### config.mk
export PLATFORM = sky130hd
export DESIGN_NAME = avr_hyst_det
export DESIGN_NICKNAME = d
export VERILOG_FILES = /design/src/rtl/avr_pkg.sv /design/src/rtl/sat_cnt.sv /design/src/rtl/avr_hyst_det.sv
export SDC_FILE = /design/constraint.sdc
export NUM_CORES = 1
export LEC_CHECK = 0
export ABC_CLOCK_PERIOD_IN_PS = 3380
export BUFFER_PORTS_ARGS = -buffer_cell sky130_fd_sc_hd__clkbuf_2
export CAP_MARGIN = 15
export CELL_PAD_IN_SITES_DETAIL_PLACEMENT = 1
export CELL_PAD_IN_SITES_GLOBAL_PLACEMENT = 2
export CORE_ASPECT_RATIO = 1.1
export CORE_MARGIN = 5
export CORE_UTILIZATION = 34
export CTS_CLUSTER_SIZE = 24
export DETAILED_ROUTE_END_ITERATION = 8
export HOLD_SLACK_MARGIN = 0.15
export PLACE_DENSITY_LB_ADDON = 0.1
export SLEW_MARGIN = 10
export SYNTH_ARGS = -nofsm -noshare
export SYNTH_HDL_FRONTEND = slang
export SYNTH_SLANG_ARGS = --single-unit
### constraint.sdc
create_clock -name clk -period 3.38 [get_ports clk]
set_clock_uncertainty 0.15 [all_clocks]
set_input_delay 0.338 -clock clk [delete_from_list [all_inputs] [get_ports clk]]
set_output_delay 0.338 -clock clk [all_outputs]
set_load 0.1 [all_outputs]
### src/rtl/avr_pkg.sv
`default_nettype none
// ============================================================================
// Module   : avr_pkg
// Purpose  : Shared types and default thresholds for the averaging chain.
// Revision : 1.0 - initial release
// ============================================================================
package avr_pkg;

    typedef enum logic [1:0] {
        S_LOW      = 2'd0,
        S_RISE_CHK = 2'd1,
        S_HIGH     = 2'd2,
        S_FALL_CHK = 2'd3
    } avr_hyst_state_t;

    localparam int AVR_WIDTH_DEFAULT = 8;
    localparam int AVR_TH_HI_DEFAULT = 192;
    localparam int AVR_TH_LO_DEFAULT = 64;
    localparam int AVR_HOLD_DEFAULT  = 3;
    localparam int AVR_CNT_W_DEFAULT = 16;

endpackage
`default_nettype wire

### src/rtl/sat_cnt.sv
`default_nettype none
// ============================================================================
// Module   : sat_cnt
// Purpose  : Up-counter that sticks at all-ones; synchronous clear wins.
// Revision : 1.0 - initial release
// ============================================================================
module sat_cnt #(
    parameter int W = 16
) (
    input  logic         clk,
    input  logic         rst_n,
    input  logic         clr,
    input  logic         inc,
    output logic [W-1:0] q
);

    logic [W-1:0] r_q;

    always_ff @(posedge clk or negedge rst_n) begin
        if (!rst_n) begin
            r_q <= '0;
        end else if (clr) begin
            r_q <= '0;
        end else if (inc && (r_q != {W{1'b1}})) begin
            r_q <= r_q + 1'b1;
        end
    end

    assign q = r_q;

endmodule
`default_nettype wire

### src/rtl/avr_hyst_det.sv
`default_nettype none
// ============================================================================
// Module   : avr_hyst_det
// Purpose  : Two-threshold hysteresis detector with hold qualifier, edge
//            pulses and a saturating transition count.
// Revision : 1.0 - initial release
// ============================================================================
module avr_hyst_det
    import avr_pkg::*;
#(
    parameter int WIDTH = AVR_WIDTH_DEFAULT,
    parameter int TH_HI = AVR_TH_HI_DEFAULT,
    parameter int TH_LO = AVR_TH_LO_DEFAULT,
    parameter int HOLD  = AVR_HOLD_DEFAULT,
    parameter int CNT_W = AVR_CNT_W_DEFAULT
) (
    input  logic             clk,
    input  logic             rst_n,
    input  logic             clr,
    input  logic             en,
    input  logic [WIDTH-1:0] avr,
    output logic             level,
    output logic             rise,
    output logic             fall,
    output logic [CNT_W-1:0] edge_cnt
);

    localparam int              HCW     = $clog2(HOLD + 1);
    localparam logic [WIDTH-1:0] C_TH_HI = WIDTH'(TH_HI);
    localparam logic [WIDTH-1:0] C_TH_LO = WIDTH'(TH_LO);
    localparam logic [HCW-1:0]   C_HOLD  = HCW'(HOLD);

    if (!((TH_LO < TH_HI) && (longint'(TH_HI) < (longint'(1) << WIDTH)) && (HOLD >= 1)))
    begin : g_param_check
        $error("avr_hyst_det: require TH_LO < TH_HI < 2**WIDTH and HOLD >= 1");
    end

    avr_hyst_state_t r_state, w_state_nxt;
    logic [HCW-1:0]  r_hcnt, w_hcnt_nxt, w_hcnt_inc;
    logic            r_level, r_rise, r_fall;
    logic            w_rise_nxt, w_fall_nxt;
    logic            w_q_hi, w_q_lo;

    assign w_q_hi     = (avr >= C_TH_HI);
    assign w_q_lo     = (avr <= C_TH_LO);
    assign w_hcnt_inc = r_hcnt + 1'b1;

    always_comb begin
        w_state_nxt = r_state;
        w_hcnt_nxt  = r_hcnt;
        w_rise_nxt  = 1'b0;
        w_fall_nxt  = 1'b0;
        if (en) begin
            case (r_state)
                S_LOW: begin
                    if (w_q_hi) begin
                        if (HOLD == 1) begin
                            w_state_nxt = S_HIGH;
                            w_rise_nxt  = 1'b1;
                        end else begin
                            w_state_nxt = S_RISE_CHK;
                            w_hcnt_nxt  = HCW'(1);
                        end
                    end
                end
                S_RISE_CHK: begin
                    if (!w_q_hi) begin
                        w_state_nxt = S_LOW;
                        w_hcnt_nxt  = '0;
                    end else if (w_hcnt_inc == C_HOLD) begin
                        w_state_nxt = S_HIGH;
                        w_hcnt_nxt  = '0;
                        w_rise_nxt  = 1'b1;
                    end else begin
                        w_hcnt_nxt  = w_hcnt_inc;
                    end
                end
                S_HIGH: begin
                    if (w_q_lo) begin
                        if (HOLD == 1) begin
                            w_state_nxt = S_LOW;
                            w_fall_nxt  = 1'b1;
                        end else begin
                            w_state_nxt = S_FALL_CHK;
                            w_hcnt_nxt  = HCW'(1);
                        end
                    end
                end
                S_FALL_CHK: begin
                    if (!w_q_lo) begin
                        w_state_nxt = S_HIGH;
                        w_hcnt_nxt  = '0;
                    end else if (w_hcnt_inc == C_HOLD) begin
                        w_state_nxt = S_LOW;
                        w_hcnt_nxt  = '0;
                        w_fall_nxt  = 1'b1;
                    end else begin
                        w_hcnt_nxt  = w_hcnt_inc;
                    end
                end
                default: begin
                    w_state_nxt = S_LOW;
                    w_hcnt_nxt  = '0;
                end
            endcase
        end
    end

    // Level is registered from the next state so it moves on the same edge as the pulses.
    always_ff @(posedge clk or negedge rst_n) begin
        if (!rst_n) begin
            r_state <= S_LOW;
            r_hcnt  <= '0;
            r_level <= 1'b0;
            r_rise  <= 1'b0;
            r_fall  <= 1'b0;
        end else if (clr) begin
            r_state <= S_LOW;
            r_hcnt  <= '0;
            r_level <= 1'b0;
            r_rise  <= 1'b0;
            r_fall  <= 1'b0;
        end else begin
            r_state <= w_state_nxt;
            r_hcnt  <= w_hcnt_nxt;
            r_level <= (w_state_nxt == S_HIGH) || (w_state_nxt == S_FALL_CHK);
            r_rise  <= w_rise_nxt;
            r_fall  <= w_fall_nxt;
        end
    end

    sat_cnt #(
        .W(CNT_W)
    ) u_edge_cnt (
        .clk  (clk),
        .rst_n(rst_n),
        .clr  (clr),
        .inc  (w_rise_nxt | w_fall_nxt),
        .q    (edge_cnt)
    );

    assign level = r_level;
    assign rise  = r_rise;
    assign fall  = r_fall;

endmodule
`default_nettype wire

After elaboration in Yosys (flattened, before gate mapping)
Index checks and enable logic that the tools add are counted. W data, S select, Z words.

Word-level logic and storage cells: 55. Flip-flop bits (word level): 23. Output and inout bits: 19. Input bits: 12.

Equality and inequality tests: 9. Reduce and logical (&&, ||, !) cells: 6. $lt $le $gt $ge: 2. Add/subtract/negate cells: 2. Bitwise gates (word level): 1. Mux-type cells: 29.

Operators by type and width (number): $mux W16 (2); $mux W2 (15); $add A16 B1 Y16 const B (1); $ne A16 B16 Y1 const B (1); $pmux W2 S4 (2); $eq A2 B2 Y1 const B (5); $mux W1 (10); $ge A8 B8 Y1 const B (1); $le A8 B7 Y1 const B (1); $ne A3 B3 Y1 const B (2); $reduce_bool A2 Y1 (2); $reduce_and A3 Y1 (1); $add A2 B1 Y2 const B (1); $eq A2 B1 Y1 const B (1); $logic_not A2 Y1 (1); $logic_and A1 B1 Y1 (1); $logic_or A1 B1 Y1 (1); $or A1 B1 Y1 (1).

Depth between registers and ports, before layout
Gate-level depths: netlist (run 1).

Depth after elaboration: 10. Depth in mapped cells: 7.

By module
Synthesis (run 1) repeated with hierarchy kept, for this count alone.

Cell total of the unflattened synthesis: 157. Area total of the unflattened synthesis: 1413.9 µm².

Modules (own cells, without submodules): sat_cnt (area each 942.2 µm², times used 1, cells an instance 98); avr_hyst_det (area each 471.7 µm², times used 1, cells an instance 59).

Worst setup path before layout (run 1)
Ideal clock, no wire load.

Path type: register to register. From: register u_edge_cnt.r_q[1], in the netlist u_edge_cnt.q[1]. To: register u_edge_cnt.r_q[12], in the netlist u_edge_cnt.q[12]. Period minus slack after synthesis: 2.727 ns. Data required time: 3.152 ns. Cell stages (with the launch flop): 7. Library setup time: 0.078 ns. Slack: 0.653 ns. Path buffers: 0. Arrival: 2.499 ns. Cell sequence: dfrtp_1 ha_1 nand3_2 or3_1 a21o_1 or4_1 a21oi_1.

Cells in the longest elaborated chain, start to end: 3.

Ends and longest elaborated chain: start, declared (RTL line sat_cnt.sv:17) `logic [W-1:0] r_q;`; start signal, assigned (RTL line sat_cnt.sv:25) `r_q <= r_q + 1'b1;`; $add A16 B1 Y16 or $ne A16 B16 Y1 (tied branches) (RTL line sat_cnt.sv:25, sat_cnt.sv:24); $mux W16 or $logic_and A1 B1 Y1 (tied branches) (RTL line sat_cnt.sv:24) `end else if (inc && (r_q != {W{1'b1}})) begin`; $mux W16 or $reduce_bool A2 Y1 (tied branches).

Parallel ways exist; a longest one is shown, timed or not. The select of a mux whose other input is x is not followed. A chain may end at the register's enable or synchronous reset.

Worst setup path after layout (run 1)
From: register u_edge_cnt.r_q[0], in the netlist u_edge_cnt.q[0]. To: register u_edge_cnt.r_q[2], in the netlist u_edge_cnt.q[2].

The elaborated chain is that of the path after synthesis.

==> results of run 1 <==
-- stage by stage --
| step | std cells | worst slack, ns | utilization |
|---|---|---|---|
| 6_report | 223 | 1.04 | 0.406 |
| 5_1_grt | 223 | 0.922 | 0.406 |
| 4_1_cts | 223 | 1.00 | 0.406 |
| 3_5_place_dp | 218 | 1.01 | 0.392 |
| 3_3_place_gp | 218 | 1.09 | 0.392 |
| 2_1_floorplan | 142 | 0.653 | - |
-- area by class of cell --
| type | count | area share |
|---|---|---|
| tap | 52 | 0.0410 |
| clock buffer | 4 | 0.0284 |
| multi-input combinational | 109 | 0.457 |
| inverter | 4 | 0.00946 |
| sequential | 23 | 0.363 |
| timing repair buffer | 31 | 0.101 |
-- sequential cells by signal, summed over array words and instances (netlist names) --
signal / flops
r_state: 2
rise: 1
r_hcnt: 2
fall: 1
level: 1
u_edge_cnt.q: 16
-- what timing repair did --
action	4_1_cts	5_1_grt
hold endpoints to repair	23	0
setup buffers	0	0
hold buffers	1	0
-- synth_stat cells (3+ instances only) --
cell type	number	share of area
a21oi_1	16	0.060
buf_2	3	0.011
clkbuf_1	3	0.0084
dfrtp_1	23	0.43
inv_1	4	0.011
mux2_2	5	0.042
nand2_1	7	0.020
nand3_1	3	0.011
nand4_1	5	0.023
nor2_1	11	0.031
nor2b_1	5	0.023
nor3_1	4	0.015
o21ai_0	6	0.022
o31ai_1	7	0.039
or3_1	4	0.019
or4_1	6	0.034
-- per-layer routing --
| metal | share of wire | global-route usage |
|---|---|---|
| met1 | 0.42 | 0.151 |
| met2 | 0.52 | 0.250 |
| met3 | 0.045 | 0.0317 |
| met4 | 0.015 | 0.0536 |
| met5 | 0 | 0 |
-- worst max path at each step --
stage,to
2_1_floorplan,u_edge_cnt.q[12]
3_3_place_gp,u_edge_cnt.q[13]
3_5_place_dp,u_edge_cnt.q[2]
4_1_cts,u_edge_cnt.q[2]
5_1_grt,u_edge_cnt.q[2]
6_report,u_edge_cnt.q[2]
-- kinds of logic after synthesis --
| logic type | Yosys count | synth area share |
|---|---|---|
| fa+ha+maj | 1 | 0.00932 |
| buf+inv | 10 | 0.0307 |
| flops | 23 | 0.429 |
| simple gates | 66 | 0.316 |
| mux | 6 | 0.0494 |
| compound gates | 36 | 0.166 |
-- power breakdown --
| group | internal [W] | switching [W] |
|---|---|---|
| sequential | 0.000276 | 0.00000129 |
| clock | 0.0000843 | 0.0000905 |
| combinational | 0.0000101 | 0.0000198 |
| total | 0.000370 | 0.000112 |
-- worst min-delay path, stage by stage --
cell and delay [ns]:
clkbuf_2 0.10, nand2_1 0.08, a21oi_1 0.06
==> results.ini, run 1 <==
[run_status]
status = finished clean

[min_path]
hold_path_end = r_state[1]
hp-start = avr[6]
hold_class = input port to flop
hold_depth = 3

[critical_path]
reg2reg_slack_ns = 1.04
critical_path.max_fanout = 19
end_kind = flop
cp.depth = 5
worst_setup_path_start_kind = flop
cp_top_family = simple AND/OR/NAND/NOR gates
arrival_ns = 2.34
criticalPathCategory = flop to flop
slowest_delay_ns = 0.84
crit_start = u_edge_cnt.q[0]
worstPathBufferInverterCount = 0
r2r_end = u_edge_cnt.q[2]
required_ns = 3.38
r2r_start = u_edge_cnt.q[0]
cp_cell_sequence = ha_1, nand3_2, nor4_4, nor3b_1, mux2_2
r2r_cells = 5
cpMaxStageDelayCell = nor4_4

[global_routing]
grt-ovfl-total = 0
grt_antenna_before_repair = 0
grt_pass1_wl_um = 5970
grt.total_usage = 0.137
grt_start_max_net_pins = 30
grt_pass1_vias = 1287

[clock_tree]
cts_buffers = 3
clk_transition_reported_paths_ns = 0.09
cts-root-buf = clkbuf_8
cts_tree = yes
h-tree-depth = 1
clk_latency_ns = 0.27
clockBufferDepth = 2
cts_num_sinks = 23
ctsResizeCount = 0

[final_layout]
most-common-layout-cells = 30 x clkbuf_2, 23 x dfrtp_1, 16 x a21oi_1
final_area_sq_mm = 0.00159
drive_gt1_frac = 0.292
nFillCells = 464
final_common_cell = clkbuf_2
n_antenna_cell = 0
syn_to_final_growth_pct = 18.2
seq_area_sq_um = 576
fin_nets = 185
multi_input_area_sq_um = 726

[routing]
drc = 0
vias = 1230
drt_iter0_drc = 23
viasPerCell = 5.52
dr.pass1.iters = 4
routedWlPerCell_um = 15.5
ant_nets = 0
wl_um = 3460

[synthesis]
synth_warnings = 0
syn-num-nets = 155
synth_area_per_cell_sq_um = 9.45
syn_inst = 142
synth_edf_count = 0
synth_area_sq_mm = 0.00134
ys_types = 39
yosys_register_bits = 23
synthFlopType = dfrtp_1
synthArstFlopShare = 1.00
synth-seq-area-share = 0.429

[sta]
worst_slew_pin_slew_ns = 0.914
timing.fmax_ghz = 0.428
finalSetupViolCount = 0
whs_ns = 0.197
final.setup.tns_ns = 0
timing.final.crit_share = 0.691
rsz0062_at_grt = false
slew_violations = 0
final-hold-violation-count = 0
timing.final.crit_period_ns = 2.34
relSlewSlack = 0.386

[power]
fin_total_pwr_w = 0.000482
p_leak_nw = 0.686
ir_drop_mv = 0.119
powerDensity_mw_per_mm2 = 304

[placed_design]
hpwl_um = 2530
gp_congestion = 0.713
post_dp_cell_area_sq_mm = 0.00153
portBuffers = 30

[die]
start_util = 0.344
fp.dieW_um = 69.9
core_sq_mm = 0.00390
rows = 24
die_h_um = 75.9
die_area_sq_mm = 0.00531
ios = 31

[job]
drv_cap = 0

No activity file was read; power rests on OpenSTA's default activity.
==> run 2, diff against run 1 <==
--- a/config.mk
+++ b/config.mk
@@ -5,14 +5,14 @@
 export SDC_FILE = /design/constraint.sdc
 export NUM_CORES = 1
 export LEC_CHECK = 0
-export ABC_CLOCK_PERIOD_IN_PS = 3380
+export ABC_CLOCK_PERIOD_IN_PS = 2100
 export BUFFER_PORTS_ARGS = -buffer_cell sky130_fd_sc_hd__clkbuf_2
 export CAP_MARGIN = 15
 export CELL_PAD_IN_SITES_DETAIL_PLACEMENT = 1
 export CELL_PAD_IN_SITES_GLOBAL_PLACEMENT = 2
 export CORE_ASPECT_RATIO = 1.1
 export CORE_MARGIN = 5
-export CORE_UTILIZATION = 34
+export CORE_UTILIZATION = 29
 export CTS_CLUSTER_SIZE = 24
 export DETAILED_ROUTE_END_ITERATION = 8
 export HOLD_SLACK_MARGIN = 0.15
==> constraint.sdc (replaced) <==
create_clock -name clk -period 2.1 [get_ports clk]
set_clock_uncertainty 0.15 [all_clocks]
set_input_delay 0.21 -clock clk [delete_from_list [all_inputs] [get_ports clk]]
set_output_delay 0.21 -clock clk [all_outputs]
set_load 0.1 [all_outputs]
==> results.ini, run 2 (synthesized netlist as in run 1, its figures left out) <==
[die]
die_h_um = 81.4
core_sq_mm = 0.00455
die_area_sq_mm = 0.00609
start_util = 0.295
rows = 26
ios = 31
fp.dieW_um = 74.9

[routing]
drc = 0
routedWlPerCell_um = 15.8
wl_um = 4050
ant_nets = 0
vias = 1377
dr.pass1.iters = 4
viasPerCell = 5.38
drt_iter0_drc = 65

[final_layout]
drive_gt1_frac = 0.495
fin_util = 0.426
instances_no_fill = 256
syn_to_final_growth_pct = 44.5
multi_input_area_sq_um = 782
fin_nets = 214
n_antenna_cell = 0
seq_area_sq_um = 631
largest_register_ffs = 16
final_common_cell = clkbuf_2
final_area_sq_mm = 0.00194
nFillCells = 545
most-common-layout-cells = 30 x clkbuf_2, 26 x buf_4, 15 x a21oi_1

[critical_path]
reg2reg_slack_ns = 0.06
crit_start = u_edge_cnt.q[1]
criticalPathCategory = flop to flop
r2r_end = u_edge_cnt.q[12]
required_ns = 2.15
cpMaxStageDelayCell = dfrtp_4
end_kind = flop
crit_path_end = u_edge_cnt.q[12]
cp_cell_sequence = ha_4, nand3_4, or3_4, a21o_1, or4_4, a21oi_2
critical_path.max_fanout = 5
r2r_cells = 6
slowest_delay_ns = 0.45
r2r_start = u_edge_cnt.q[1]
arrival_ns = 2.09
worst_setup_path_start_kind = flop

[global_routing]
grt_pass1_vias = 1452
grt.total_usage = 0.144
grt_start_max_net_pins = 30
grt_pass1_wl_um = 6840
grt_antenna_before_repair = 0
grt-ovfl-total = 0

[placed_design]
post_dp_cell_area_sq_mm = 0.00177
dp.cells = 242
gp_congestion = 0.828
hpwl_um = 2910
portBuffers = 30

[clock_tree]
cts_tree = yes
clk_latency_ns = 0.28
clk_transition_reported_paths_ns = 0.09
clockBufferDepth = 2
h-tree-depth = 1
cts-root-buf = clkbuf_8
cts_num_sinks = 23
cts_buffers = 3

[sta]
slew_violations = 0
final.setup.tns_ns = 0
finalSetupViolCount = 0
whs_ns = 0.164
worst_slew_pin_slew_ns = 0.636
timing.final.crit_share = 0.972
relSlewSlack = 0.576
timing.final.crit_period_ns = 2.04
rsz0062_at_grt = true
final-hold-violation-count = 0
timing.fmax_ghz = 0.490

[job]
drv_cap = 0

[power]
p_leak_nw = 0.809
powerDensity_mw_per_mm2 = 416
ir_drop_mv = 0.204

[run_status]
status = finished clean

[min_path]
hold_class = input port to flop

-- run 2: cell count changes in the layout (fill, tap and decap cells not counted), sizes merged --
cell | before | now
clkinv | 0 | 1
clkbuf | 34 | 33
dlygate4sd3 | 1 | 3
buf | 0 | 27
-- run 2: cell type report --
class | instances | share of cell area
Tap cell | 56 | 0.0361
Clock inverter | 1 | 0.00258
Sequential cell | 23 | 0.325
Clock buffer | 3 | 0.0213
Inverter | 4 | 0.00774
Timing Repair Buffer | 60 | 0.204
Multi-Input combinational cell | 109 | 0.403
-- run 2: critical path, delay by kind of cell (launching register included) --
kind | cells | cell delay, ns
DFF | 1 | 0.45
and+or+nand+nor | 3 | 0.86
adders and majority gates | 1 | 0.15
AOI/OAI and AO/OA | 2 | 0.35
-- run 2: stage by stage --
| step | power, W | setup slack (ns) |
|---|---|---|
| after global placement | 0.000513 | -0.00525 |
| final | 0.000807 | 0.0579 |
| after detailed placement | 0.000515 | -0.120 |
| after global routing | 0.000839 | -0.0167 |
| after floorplan | 0.000476 | -0.0754 |
| after CTS | 0.000818 | 0.0144 |
-- run 2: worst min-delay path by stage --
stage            from         endpoint  slack (ns)  cells past startpoint
2_1_floorplan   rst_n             fall       -0.24                      0
3_3_place_gp    rst_n  u_edge_cnt.q[7]        0.11                      1
3_5_place_dp    rst_n  u_edge_cnt.q[7]        0.12                      1
5_1_grt        avr[6]             rise        0.18                      4
4_1_cts        avr[6]             rise        0.15                      4
6_report       avr[6]             rise        0.16                      4
-- run 2: routing by layer --
metal	wire length, um	track usage	vias up
met5	0	0	-
met4	57	0.0498	0
met3	169	0.0210	6
met2	2110	0.254	27
met1	1710	0.175	696
li1	-	-	648
-- run 2: where the power goes --
group	internal, W	switching (W)
Combinational	0.0000271	0.0000370
Clock	0.000133	0.000164
Sequential	0.000444	0.00000103
-- run 2: what timing repair did --
action,CTS,global route
endpoints found under the setup margin,3,4
pin swaps,0,1
buffers inserted,0,7
resized for setup,2,5
gates cloned,0,0
hold buffers,3,0
hold endpoints to repair,26,0
